--- config.mk ---
export PLATFORM = sky130hd
export DESIGN_NAME = wb_fwd_tracker
export DESIGN_NICKNAME = d
export VERILOG_FILES = /design/src/rtl/wb_fwd_tracker.sv
export SDC_FILE = /design/constraint.sdc
export NUM_CORES = 1
export LEC_CHECK = 0
export CELL_PAD_IN_SITES_DETAIL_PLACEMENT = 0
export CELL_PAD_IN_SITES_GLOBAL_PLACEMENT = 1
export CORE_ASPECT_RATIO = 1.75
export CORE_UTILIZATION = 25
export CTS_CLUSTER_DIAMETER = 30
export CTS_CLUSTER_SIZE = 28
export DETAILED_ROUTE_END_ITERATION = 7
export GPL_TIMING_DRIVEN = 0
export PLACE_DENSITY_LB_ADDON = 0.25
export SLEW_MARGIN = 20
export SYNTH_ARGS = -nofsm -noshare
export SYNTH_HDL_FRONTEND = slang
export SYNTH_SLANG_ARGS = --single-unit
--- constraint.sdc ---
create_clock -name clk -period 3 [get_ports clk]
set_input_delay 0.6 -clock clk [delete_from_list [all_inputs] [get_ports clk]]
set_output_delay 0.6 -clock clk [all_outputs]
set_load 0.005 [all_outputs]
--- src/rtl/wb_fwd_tracker.sv ---
// wb_fwd_tracker: producer-side operand forwarding source for the 3-stage pipeline.
// Tracks the instruction leaving stage 3 (one entry) and supplies forwarded
// rs1/rs2 values for the stage-2 consumer. It stalls stage 2 while a load's
// data is outstanding.
//
// Ports:
//   clk, rst             clock, synchronous active-high reset
//   ex_inst/ex_valid     stage-3 instruction and its valid bit
//   ex_result            stage-3 result for non-load producers
//   mem_rdata/mem_valid  returning load data and its valid bit
//   flush                kill stage 3 and the tracked entry
//   dec_inst             stage-2 (consumer) instruction
//   rs1_hit/rs1_data     forwarded rs1 (combinational)
//   rs2_hit/rs2_data     forwarded rs2 (combinational)
//   stall                hold stages 1/2 (combinational)
//   stall_count          saturating count of stall cycles (registered)
module wb_fwd_tracker (
    input  logic        clk,
    input  logic        rst,
    input  logic [31:0] ex_inst,
    input  logic        ex_valid,
    input  logic [31:0] ex_result,
    input  logic [31:0] mem_rdata,
    input  logic        mem_valid,
    input  logic        flush,
    input  logic [31:0] dec_inst,
    output logic        rs1_hit,
    output logic [31:0] rs1_data,
    output logic        rs2_hit,
    output logic [31:0] rs2_data,
    output logic        stall,
    output logic [31:0] stall_count
);
    localparam int unsigned XLEN  = 32;
    localparam int unsigned REG_W = 5;
    localparam int unsigned N_SRC = 2;

    localparam logic [6:0] OPC_LOAD   = 7'b0000011;
    localparam logic [6:0] OPC_STORE  = 7'b0100011;
    localparam logic [6:0] OPC_BRANCH = 7'b1100011;
    localparam logic [6:0] OPC_LUI    = 7'b0110111;
    localparam logic [6:0] OPC_AUIPC  = 7'b0010111;
    localparam logic [6:0] OPC_JAL    = 7'b1101111;
    localparam logic [6:0] OPC_OP     = 7'b0110011;
    localparam logic [6:0] OPC_SYSTEM = 7'b1110011;

    typedef enum logic [1:0] {
        ST_EMPTY   = 2'd0,
        ST_READY   = 2'd1,
        ST_PENDING = 2'd2
    } ent_state_e;

    ent_state_e             state_q, state_d;
    logic [REG_W-1:0]       rd_q, rd_d;
    logic [XLEN-1:0]        data_q, data_d;
    logic [XLEN-1:0]        stall_count_q, stall_count_d;

    logic [6:0]             ex_opc;
    logic [REG_W-1:0]       ex_rd;
    logic                   ex_is_load;
    logic                   ex_live;
    logic [6:0]             dec_opc;
    logic [N_SRC-1:0]       src_used;
    logic [N_SRC-1:0][REG_W-1:0] src_idx;
    logic [N_SRC-1:0]       src_hit;
    logic [N_SRC-1:0]       src_stl;
    logic [N_SRC-1:0][XLEN-1:0]  src_data;
    logic                   advance;
    logic                   stall_raw;

    // Fields of the instruction words that no rule looks at.
    logic unused_inst_bits;
    assign unused_inst_bits = ^{ex_inst[31:12], dec_inst[31:25], dec_inst[13:7]};

    // Producer decode; a flushed stage-3 instruction is treated as absent.
    always_comb begin
        ex_opc     = ex_inst[6:0];
        ex_rd      = ex_inst[11:7];
        ex_is_load = (ex_opc == OPC_LOAD);
        ex_live    = ex_valid && !flush && (ex_opc != OPC_BRANCH)
                     && (ex_opc != OPC_STORE) && (ex_rd != '0);
    end

    // Consumer decode.
    always_comb begin
        dec_opc    = dec_inst[6:0];
        src_idx[0] = dec_inst[19:15];
        src_idx[1] = dec_inst[24:20];
        unique case (dec_opc)
            OPC_LUI, OPC_AUIPC, OPC_JAL: src_used[0] = 1'b0;
            OPC_SYSTEM:                  src_used[0] = !dec_inst[14];
            default:                     src_used[0] = 1'b1;
        endcase
        src_used[1] = (dec_opc == OPC_OP) || (dec_opc == OPC_BRANCH)
                      || (dec_opc == OPC_STORE);
    end

    // A pending load blocks the entry from being overwritten.
    assign advance = !((state_q == ST_PENDING) && !mem_valid);

    // Per-operand source selection: stage 3 beats the entry.
    always_comb begin
        for (int i = 0; i < N_SRC; i++) begin
            src_hit[i]  = 1'b0;
            src_stl[i]  = 1'b0;
            src_data[i] = '0;
            if (src_used[i] && (src_idx[i] != '0)) begin
                if (ex_live && (ex_rd == src_idx[i])) begin
                    if (ex_is_load) begin
                        src_stl[i] = 1'b1;
                    end else begin
                        src_hit[i]  = 1'b1;
                        src_data[i] = ex_result;
                    end
                end else if ((state_q != ST_EMPTY) && (rd_q == src_idx[i])) begin
                    if (state_q == ST_READY) begin
                        src_hit[i]  = 1'b1;
                        src_data[i] = data_q;
                    end else if (mem_valid) begin
                        src_hit[i]  = 1'b1;
                        src_data[i] = mem_rdata;
                    end else begin
                        src_stl[i] = 1'b1;
                    end
                end
            end
        end
    end

    // Outputs are held quiet while reset is asserted.
    always_comb begin
        stall_raw = (|src_stl) || !advance;
        rs1_hit   = !rst && src_hit[0];
        rs2_hit   = !rst && src_hit[1];
        rs1_data  = rst ? '0 : src_data[0];
        rs2_data  = rst ? '0 : src_data[1];
        stall     = !rst && stall_raw;
    end

    // Entry and stall counter next state.
    always_comb begin
        state_d       = state_q;
        rd_d          = rd_q;
        data_d        = data_q;
        stall_count_d = stall_count_q;
        if (flush) begin
            state_d = ST_EMPTY;
        end else if (advance) begin
            if (ex_live) begin
                rd_d = ex_rd;
                if (ex_is_load) begin
                    state_d = ST_PENDING;
                end else begin
                    state_d = ST_READY;
                    data_d  = ex_result;
                end
            end else begin
                state_d = ST_EMPTY;
            end
        end
        if (stall && (stall_count_q != '1)) begin
            stall_count_d = stall_count_q + XLEN'(1);
        end
    end

    always_ff @(posedge clk) begin
        if (rst) begin
            state_q       <= ST_EMPTY;
            rd_q          <= '0;
            data_q        <= '0;
            stall_count_q <= '0;
        end else begin
            state_q       <= state_d;
            rd_q          <= rd_d;
            data_q        <= data_d;
            stall_count_q <= stall_count_d;
        end
    end

    assign stall_count = stall_count_q;

endmodule

After elaboration in Yosys (flattened, before gate mapping)
Cells that the tools add are included.
- register bits after elaboration: 71
- latch bits: 0
- RAM bits: 0
- ROM bits: 0
- bits of input ports: 133
- output and inout bits: 99
- memories kept: 0
- add/sub/neg operators: 1
- $mul: 0
- divide/modulo/power cells: 0
- magnitude comparators: 0
- equality and inequality tests: 17
- shifts and indexed selects: 0
- multiplexer cells: 32
- bitwise logic cells: 3
- reductions and logical operators: 31
- operator list (cell ; count):
    $mux W32 ; 11
    $add A32 B1 Y32 const B ; 1
    $ne A32 B32 Y1 const B ; 1
    $eq A7 B6 Y1 const B ; 3
    $eq A7 B7 Y1 const B ; 3
    $eq A5 B5 Y1 ; 4
    $mux W1 ; 18
    $logic_and A1 B1 Y1 ; 15
    $reduce_bool A5 Y1 ; 3
    $eq A7 B2 Y1 const B ; 1
    $eq A7 B5 Y1 const B ; 1
    $ne A7 B6 Y1 const B ; 1
    $ne A7 B7 Y1 const B ; 1
    $logic_not A1 Y1 ; 4
    $mux W2 ; 2
    $reduce_and A4 Y1 ; 1
    $reduce_or A2 Y1 ; 2
    $logic_or A1 B1 Y1 ; 3
    $not A1 Y1 ; 3
    $reduce_and A3 Y1 ; 1
    $reduce_or A3 Y1 ; 1
    $eq A2 B1 Y1 const B ; 1
    $eq A2 B2 Y1 const B ; 1
    $pmux W1 S2 ; 1
    $reduce_bool A2 Y1 ; 1

Depth between registers and ports, before layout
Gate-level depths: netlist of run 1.
- depth after elaboration: 12
- gate-level depth with buffers: 10
- depth with buffers taken out: 8

Worst setup path before layout of run 1
Ideal clock, no wire load.
- path kind: input port to output port
- start point: in ex_inst[8]
- end point: out rs2_data[0]
- arrival time: 2401 ps
- required time: 2400 ps
- slack: -1 ps
- cell stages on the path: 7
- buffers on the path: 1
- cell sequence: or4_1 o21a_1 nand4_1 nor3b_1 clkbuf_1 a22oi_1 nor2_1
- longest elaborated chain between the ends: 6
- elaborated cells on any way between the ends: 7
- RTL lines (what ; RTL line ; source):
    start: declaration ; 20 ; input logic [31:0] ex_inst,
    $reduce_bool A5 Y1 ; 81 ; && (ex_opc != OPC_STORE) && (ex_rd != '0);
    $logic_and A1 B1 Y1 ; 81 ;
    $logic_and A1 B1 Y1 * ; 108 ; if (ex_live && (ex_rd == src_idx[i])) begin
    $mux W32 * ; 108 ;
    $mux W32 * ; 107 ; if (src_used[i] && (src_idx[i] != '0)) begin
    $mux W32 * ; 136 ; rs2_data = rst ? '0 : src_data[1];
    end: declaration ; 30 ; output logic [31:0] rs2_data,
Mark *: on every way between the ends. The rest lies on a longest branch, timed or not.

Final worst setup path of run 1
- start point: in ex_inst[10]
- end point: out stall
- longest elaborated chain between the ends: 8
- elaborated cells on any way between the ends: 13
- RTL lines (what ; RTL line ; source):
    $reduce_bool A5 Y1 ; 81 ;
    $logic_and A1 B1 Y1 ; 81 ;
    $logic_and A1 B1 Y1 ; 108 ;
    $mux W1 ; 108 ;
    $mux W1 ; 107 ;
    $reduce_or A2 Y1 * ; 132 ; stall_raw = (|src_stl) || !advance;
    $logic_or A1 B1 Y1 * ; 132 ;
    $logic_and A1 B1 Y1 * ; 137 ; stall = !rst && stall_raw;
    end: declaration ; 31 ; output logic stall,
Marked as above.

==> results.md, run 1 <==
* IO Port Bufs at 196
* Clock Latency Late Sink at 0.34 ns
* DRT antenna net count at 0
* Most frequent cell after synthesis: nand2_1
* Global-route wire length before repair at 32900 um
* I/O Pins at 232
* Hold depth at 2
* Row count at 65
* Worst-path maximum fanout at 3
* Final setup fails at 34
* Syn. warnings at 0
* Avg Inst Size Synth at 6.70 um^2
* Clk_skew at 0.00815 ns
* Synth Flop Type: dfxtp_1
* Kind of critical path: in2out
* CP endpoint kind: output pin
* Synth area leaders: dfxtp_1, nand2_1, a22oi_1
* Pwr dens at 293 nW/um^2
* Residual DRC count at 0
* Register area share after synthesis at 0.303
* CTS tree: built
* DR iter-0 viols at 193
* Clock slew at reported path FFs at 0.06 ns
* CP arrival at 2.60 ns
* Hold crit path type: reg2reg
* R2r setup slk at 0.16 ns
* Initial antenna violation count at 2
* Routed vias at 6175
* Max transition margin at 0.523
* Failing checks: setup timing
* Initial Util at 0.257
* Core outline area at 18200 um^2
* Nets at 1091
* Fill count at 1940
* Worst slack at placement at -1.50 ns
* #FFs+latches synth at 71
* Simple logic cell fraction of the synthesized area at 0.325
* WL/cell at 18.7 um
* Area Overhead vs Synth at 80.3%
* Total Routed Length at 22400 um
* Unrepaired setup endpoints after global routing: true
* Syn nets at 834
* Fin crit period at 3.20 ns
* Die height at 183 um
* Routability congestion estimate at 0.848
* Reg-to-reg endpoint: stall_count[19]
* Post-synth top cells: nand2_1, nor2_1, dfxtp_1
* Worst vdd ir at 0.224 mV
* Maxcap violations at 0
* Max Fclk at 0.313 GHz
* Number of synthesized flops with an enable pin at 0
* Worst r2r src: stall_count[3]
* Hold EP: data_q[0]
* Largest net degree at the start of global routing at 13
* Post-synth top area cell: dfxtp_1
* XOR/XNOR share of the synthesized area at 0.0373
* Clock tree buffer depth at 2
* Vias in the first global route at 6222
* Dpl hpwl at 15900 um
* Vias per cell at 5.15
* Pins Over Slew Limit at 0
* Min-Delay Startpoint: data_q[0]
* GRT overflow at 0
* Ratio of cells with drive above 1 in the final layout at 0.312
* Leak Pwr at 3.10 nW
* Post-Syn Instances at 700
* Critical Path Start Type: input port
* Fraction of the mapped netlist area in compound gates at 0.258
* Total GRT Usage at 0.219
* Final Cycle Share at 1.07
* Post-Syn Area at 4690 um^2
* Root buf cell: clkbuf_16
* Post-layout worst setup margin at -0.196 ns
* Hold slack at 0.455 ns
* Num CTS Buffers at 9
* Yosys cell types at 41
* Outcome: finished with violations
* Final Hold Viols at 0
* CTS Sinks at 71
* Multiplexer share of the synthesized area at 0.0224
* Main combinational cell family by area after synthesis: simple AND/OR/NAND/NOR gates
* Synthesized-area fraction occupied by adder cells at 0.00267
* Slew of the pin with the lowest slew margin at 0.714 ns
* H-tree depth at 3
* Area share of the largest cell type after synthesis at 0.303
* Worst r2r path cells at 9
* Critical path required time at 2.40 ns
* Die area at 19300 um^2
* Die width at 106 um
* FFs w/ async S/R, synth at 0
* DRT Pass-1 Iters at 4
kinds of logic (layout without fill, tap and decap cells):
family,after synthesis,count (layout)
and+or+nand+nor,337,337
AOI/OAI and AO/OA,199,199
DFF,71,71
buffers and inverters,62,324
xor gates and xnor gates,20,20
muxes,10,10
adders and majority gates,1,1
other,0,3
worst max-delay path: stages:
cell and delay [ns]:
buf_8 0.09, or4_4 0.52, o21a_4 0.25, nand2_4 0.09, nor2_4 0.05, buf_6 0.11
o41ai_4 0.38, a211oi_4 0.12, clkbuf_8 0.18, nor2_4 0.08, buf_2 0.12
flip-flops by register name, summed over array words and instances (netlist names):
register     cells
stall_count     32
rd_q             5
state_q          2
data_q          32
layout make-up:
cell class	instances	area [um^2]	share of cell area
Timing Repair Buffer	249	2210	0.262
Clock inverter	6	61.3	0.00725
Buffer	54	477	0.0564
Sequential cell	71	1420	0.168
Inverter	5	18.8	0.00222
Clock buffer	10	229	0.0271
Multi-Input combinational cell	567	3740	0.442
Antenna cell	3	7.51	0.000888
Tap cell	234	293	0.0346
placed cells by master (no fill, tap or decap), drive strengths merged, types with 4 or more instances in the layout:
master           n
buf            135
a21oi           60
or4              6
nor2b            6
clkdlybuf4s50   99
nand4           17
and3            10
o21ai           60
nor3            13
or3             25
clkbuf          64
mux2             4
xor2            16
a22oi           65
nor2            86
nand3           15
dlygate4sd2     10
nand2          144
mux2i            6
inv              5
dfxtp           71
xnor2            4
clkinv           4
metrics by stage:
stage / cells / instance area [um^2] / utilization / setup TNS (ns) / total power, W
final: 1199 / 8460 / 0.464 / -2.41 / 0.00248
after global routing: 1198 / 8460 / 0.464 / -5.39 / 0.00257
after global placement: 1130 / 6950 / 0.382 / -125.61 / 0.00135
after floorplan: 700 / 4700 / - / 0 / 0.00114
after CTS: 1182 / 7930 / 0.435 / -3.19 / 0.00248
after detailed placement: 1130 / 6950 / 0.382 / -125.47 / 0.00136
power breakdown:
part	total, W	internal [W]	switching (W)	leakage [nW]
Combinational	0.000415	0.000190	0.000225	2.38
Sequential	0.000980	0.000967	0.0000133	0.576
Clock	0.00108	0.000642	0.000443	0.142
Total	0.00248	0.00180	0.000681	3.10
layer usage:
layer  GRT usage  wire (um)
met5           0          0
met4       0.101        882
met3      0.0306        853
met2       0.442      12800
met1       0.214       7820
how the worst max path moves through the flow:
stage / cells past startpoint / start / end
global route: 12 / ex_inst[10] / stall
detailed placement: 9 / dec_inst[22] / stall
CTS: 12 / ex_inst[10] / stall
finish: 11 / ex_inst[10] / stall
global placement: 9 / dec_inst[22] / stall
floorplan: 8 / ex_inst[8] / stall
timing repair:
action | 4_1_cts | 5_1_grt
setup endpoints to repair | 105 | 78
pin swaps | 88 | 95
hold endpoints to repair | 0 | 0
hold buffers | 0 | 0
buffers inserted | 34 | 9
resized for setup | 487 | 131
cloned | 4 | 7
(Power assumes the default switching activity.)
==> inputs of run 2 (changes only) <==
RECOVER_POWER = 50   (was not set)
==> run 2 against run 1 <==
The flow still finishes with violations (setup timing). Wire length barely moved. First-iteration DRC count rose by 1.6%. Maximum frequency grew 0.29%. Cell area unchanged. Global-route usage unchanged. Power is essentially flat. Count of clock-buffer cells in the layout unchanged. Die area is the same.
==> results.md, run 2 (synthesized netlist as in run 1, its figures left out) <==
* Total GRT Usage at 0.219 (unchanged)
* Pwr dens at 293 nW/um^2 (about the same)
* Outcome: finished with violations
* Worst Setup SP: ex_inst[10]
* Die width at 106 um (unchanged)
* CP arrival at 2.59 ns (about the same)
* GRT overflow at 0 (unchanged)
* Root buf cell: clkbuf_16
* Vias in the first global route at 6222 (unchanged)
* Row count at 65 (unchanged)
* DR iter-0 viols at 196 (+1.6%)
* Worst Setup EP: stall
* H-tree depth at 3 (unchanged)
* Routed vias at 6180 (+0.081%)
* Most common cell after layout, fill and taps aside: nand2_1
* Num CTS Buffers at 9 (unchanged)
* Met2 usage at 0.442 (unchanged)
* CTS Sinks at 71 (unchanged)
* Worst-path maximum fanout at 3 (unchanged)
* Vias per cell at 5.15 (about the same)
* Ratio of cells with drive above 1 in the final layout at 0.312 (unchanged)
* CTS tree: built
* Busiest grt layer: met2
* Hold crit path type: reg2reg
* Final setup fails at 34 (unchanged)
* WL/cell at 18.7 um (about the same)
* DRT antenna net count at 0 (unchanged)
* Final Cycle Share at 1.06 (-0.00307)
* Worst vdd ir at 0.224 mV (about the same)
* I/O Pins at 232 (unchanged)
* Post-layout worst setup margin at -0.187 ns (+0.00920 ns)
* Critical Path Start Type: input port
* Pins Over Slew Limit at 0 (unchanged)
* R2r setup slk at 0.15 ns (about the same)
* Grt met3 use at 0.0306 (unchanged)
* Worst slack at placement at -1.50 ns (unchanged)
* Hold bufs inserted after CTS at 0 (unchanged)
* Met1 Usage GRT at 0.214 (unchanged)
* Commonest cells after routing, fill and taps aside: nand2_1, nor2_1, buf_2
* Clock Latency Late Sink at 0.34 ns (about the same)
* Routability congestion estimate at 0.848 (unchanged)
* Die area at 19300 um^2 (unchanged)
* Max Fclk at 0.314 GHz (+0.29%)
* Global-route wire length before repair at 32900 um (unchanged)
* Largest net degree at the start of global routing at 13 (unchanged)
* CP endpoint kind: output pin
* Max transition margin at 0.523 (about the same)
* Final std cells w/o fill at 1199 (unchanged)
* Maxcap violations at 0 (unchanged)
* Initial Util at 0.257 (unchanged)
* Slew of the pin with the lowest slew margin at 0.714 ns (+0.000000834 ns)
* Clk_skew at 0.00815 ns (+0.00000369 ns)
* Final Hold Viols at 0 (unchanged)
* IO Port Bufs at 196 (unchanged)
* Initial antenna violation count at 2 (unchanged)
* Fin crit period at 3.19 ns (-0.00920 ns)
* Area Overhead vs Synth at 80.3% (unchanged)
* Dpl hpwl at 15900 um (unchanged)
* DRT Pass-1 Iters at 4 (unchanged)
* Failing checks: setup timing
* Unrepaired setup endpoints after global routing: true
* Critical path required time at 2.40 ns (about the same)
* Clock slew at reported path FFs at 0.06 ns (about the same)
* Clock tree buffer depth at 2 (unchanged)
* Worst r2r src: stall_count[3]
* Residual DRC count at 0 (unchanged)
* Die height at 183 um (unchanged)
* Total Routed Length at 22400 um (about the same)
* Reg-to-reg endpoint: stall_count[19]
* Worst r2r path cells at 9 (unchanged)
* Core outline area at 18200 um^2 (unchanged)
* Leak Pwr at 3.21 nW (+3.7%)
* Nets at 1091 (unchanged)
* Kind of critical path: in2out
* Placed cell count at 1130 (unchanged)
run 2: changes by cell type in the layout (fill, tap and decap cells not counted), sizes merged:
cell,previous run,this run
dlygate4sd3,0,33
clkdlybuf4s50,99,66
run 2: critical path: stages:
cell	delay, ns
buf_8	0.09
or4_4	0.52
o21a_4	0.25
nand2_4	0.09
nor2_4	0.05
buf_6	0.11
o41ai_4	0.38
a211oi_4	0.12
clkbuf_8	0.18
nor2_4	0.07
buf_2	0.12
run 2: worst min-delay path by stage:
stage | start | endpoint | slack, ns | cells past startpoint
floorplan | data_q[0] | data_q[0] | 0.44 | 2
global placement | data_q[2] | data_q[2] | 0.44 | 2
detailed placement | data_q[10] | data_q[10] | 0.45 | 2
CTS | data_q[14] | data_q[14] | 0.46 | 2
global route | data_q[0] | data_q[0] | 0.47 | 2
finish | data_q[0] | data_q[0] | 0.45 | 2
run 2: final cells by class:
class | count | area (um^2)
fillers | 1940 | 9760
multi-input cells | 567 | 3740
repair buffers | 249 | 2210
flip-flops and latches | 71 | 1420
plain buffers | 54 | 477
well taps | 234 | 293
clock buffers | 10 | 229
clock inverters | 6 | 61.3
inverters | 5 | 18.8
diodes | 3 | 7.51
run 2: timing repair:
action | 4_1_cts | 5_1_grt
setup endpoints to repair | 105 | 78
buffers inserted | 34 | 9
gates cloned | 4 | 7
endpoints found under the hold margin | 0 | 0
pin swaps | 88 | 95
resized for setup | 487 | 131
run 2: where the power goes:
group	internal (W)	switching [W]	leakage (nW)
registers	0.000967	0.0000133	0.576
logic	0.000190	0.000225	2.49
clock network	0.000642	0.000445	0.142
total	0.00180	0.000683	3.21
run 2: stage by stage:
step	TNS [ns]	utilization	cell area (um^2)	total power, W	hold slack, ns
floorplan	0	-	4700	0.00114	0.437
global placement	-125.61	0.382	6950	0.00135	0.442
detailed placement	-125.47	0.382	6950	0.00136	0.447
CTS	-3.19	0.435	7930	0.00248	0.456
global route	-5.39	0.464	8460	0.00257	0.467
finish	-2.39	0.464	8460	0.00248	0.455
run 2: layer usage:
layer,vias to the layer above,share of wire
li1,2993,-
met1,2955,0.35
met2,182,0.57
met3,50,0.037
met4,0,0.039
met5,-,0
==> inputs of run 3 (changes only) <==
HOLD_SLACK_MARGIN = 0.1   (was not set)
==> results of run 3 <==
The final DEF is identical to that of run 2; final timing and power are the same.
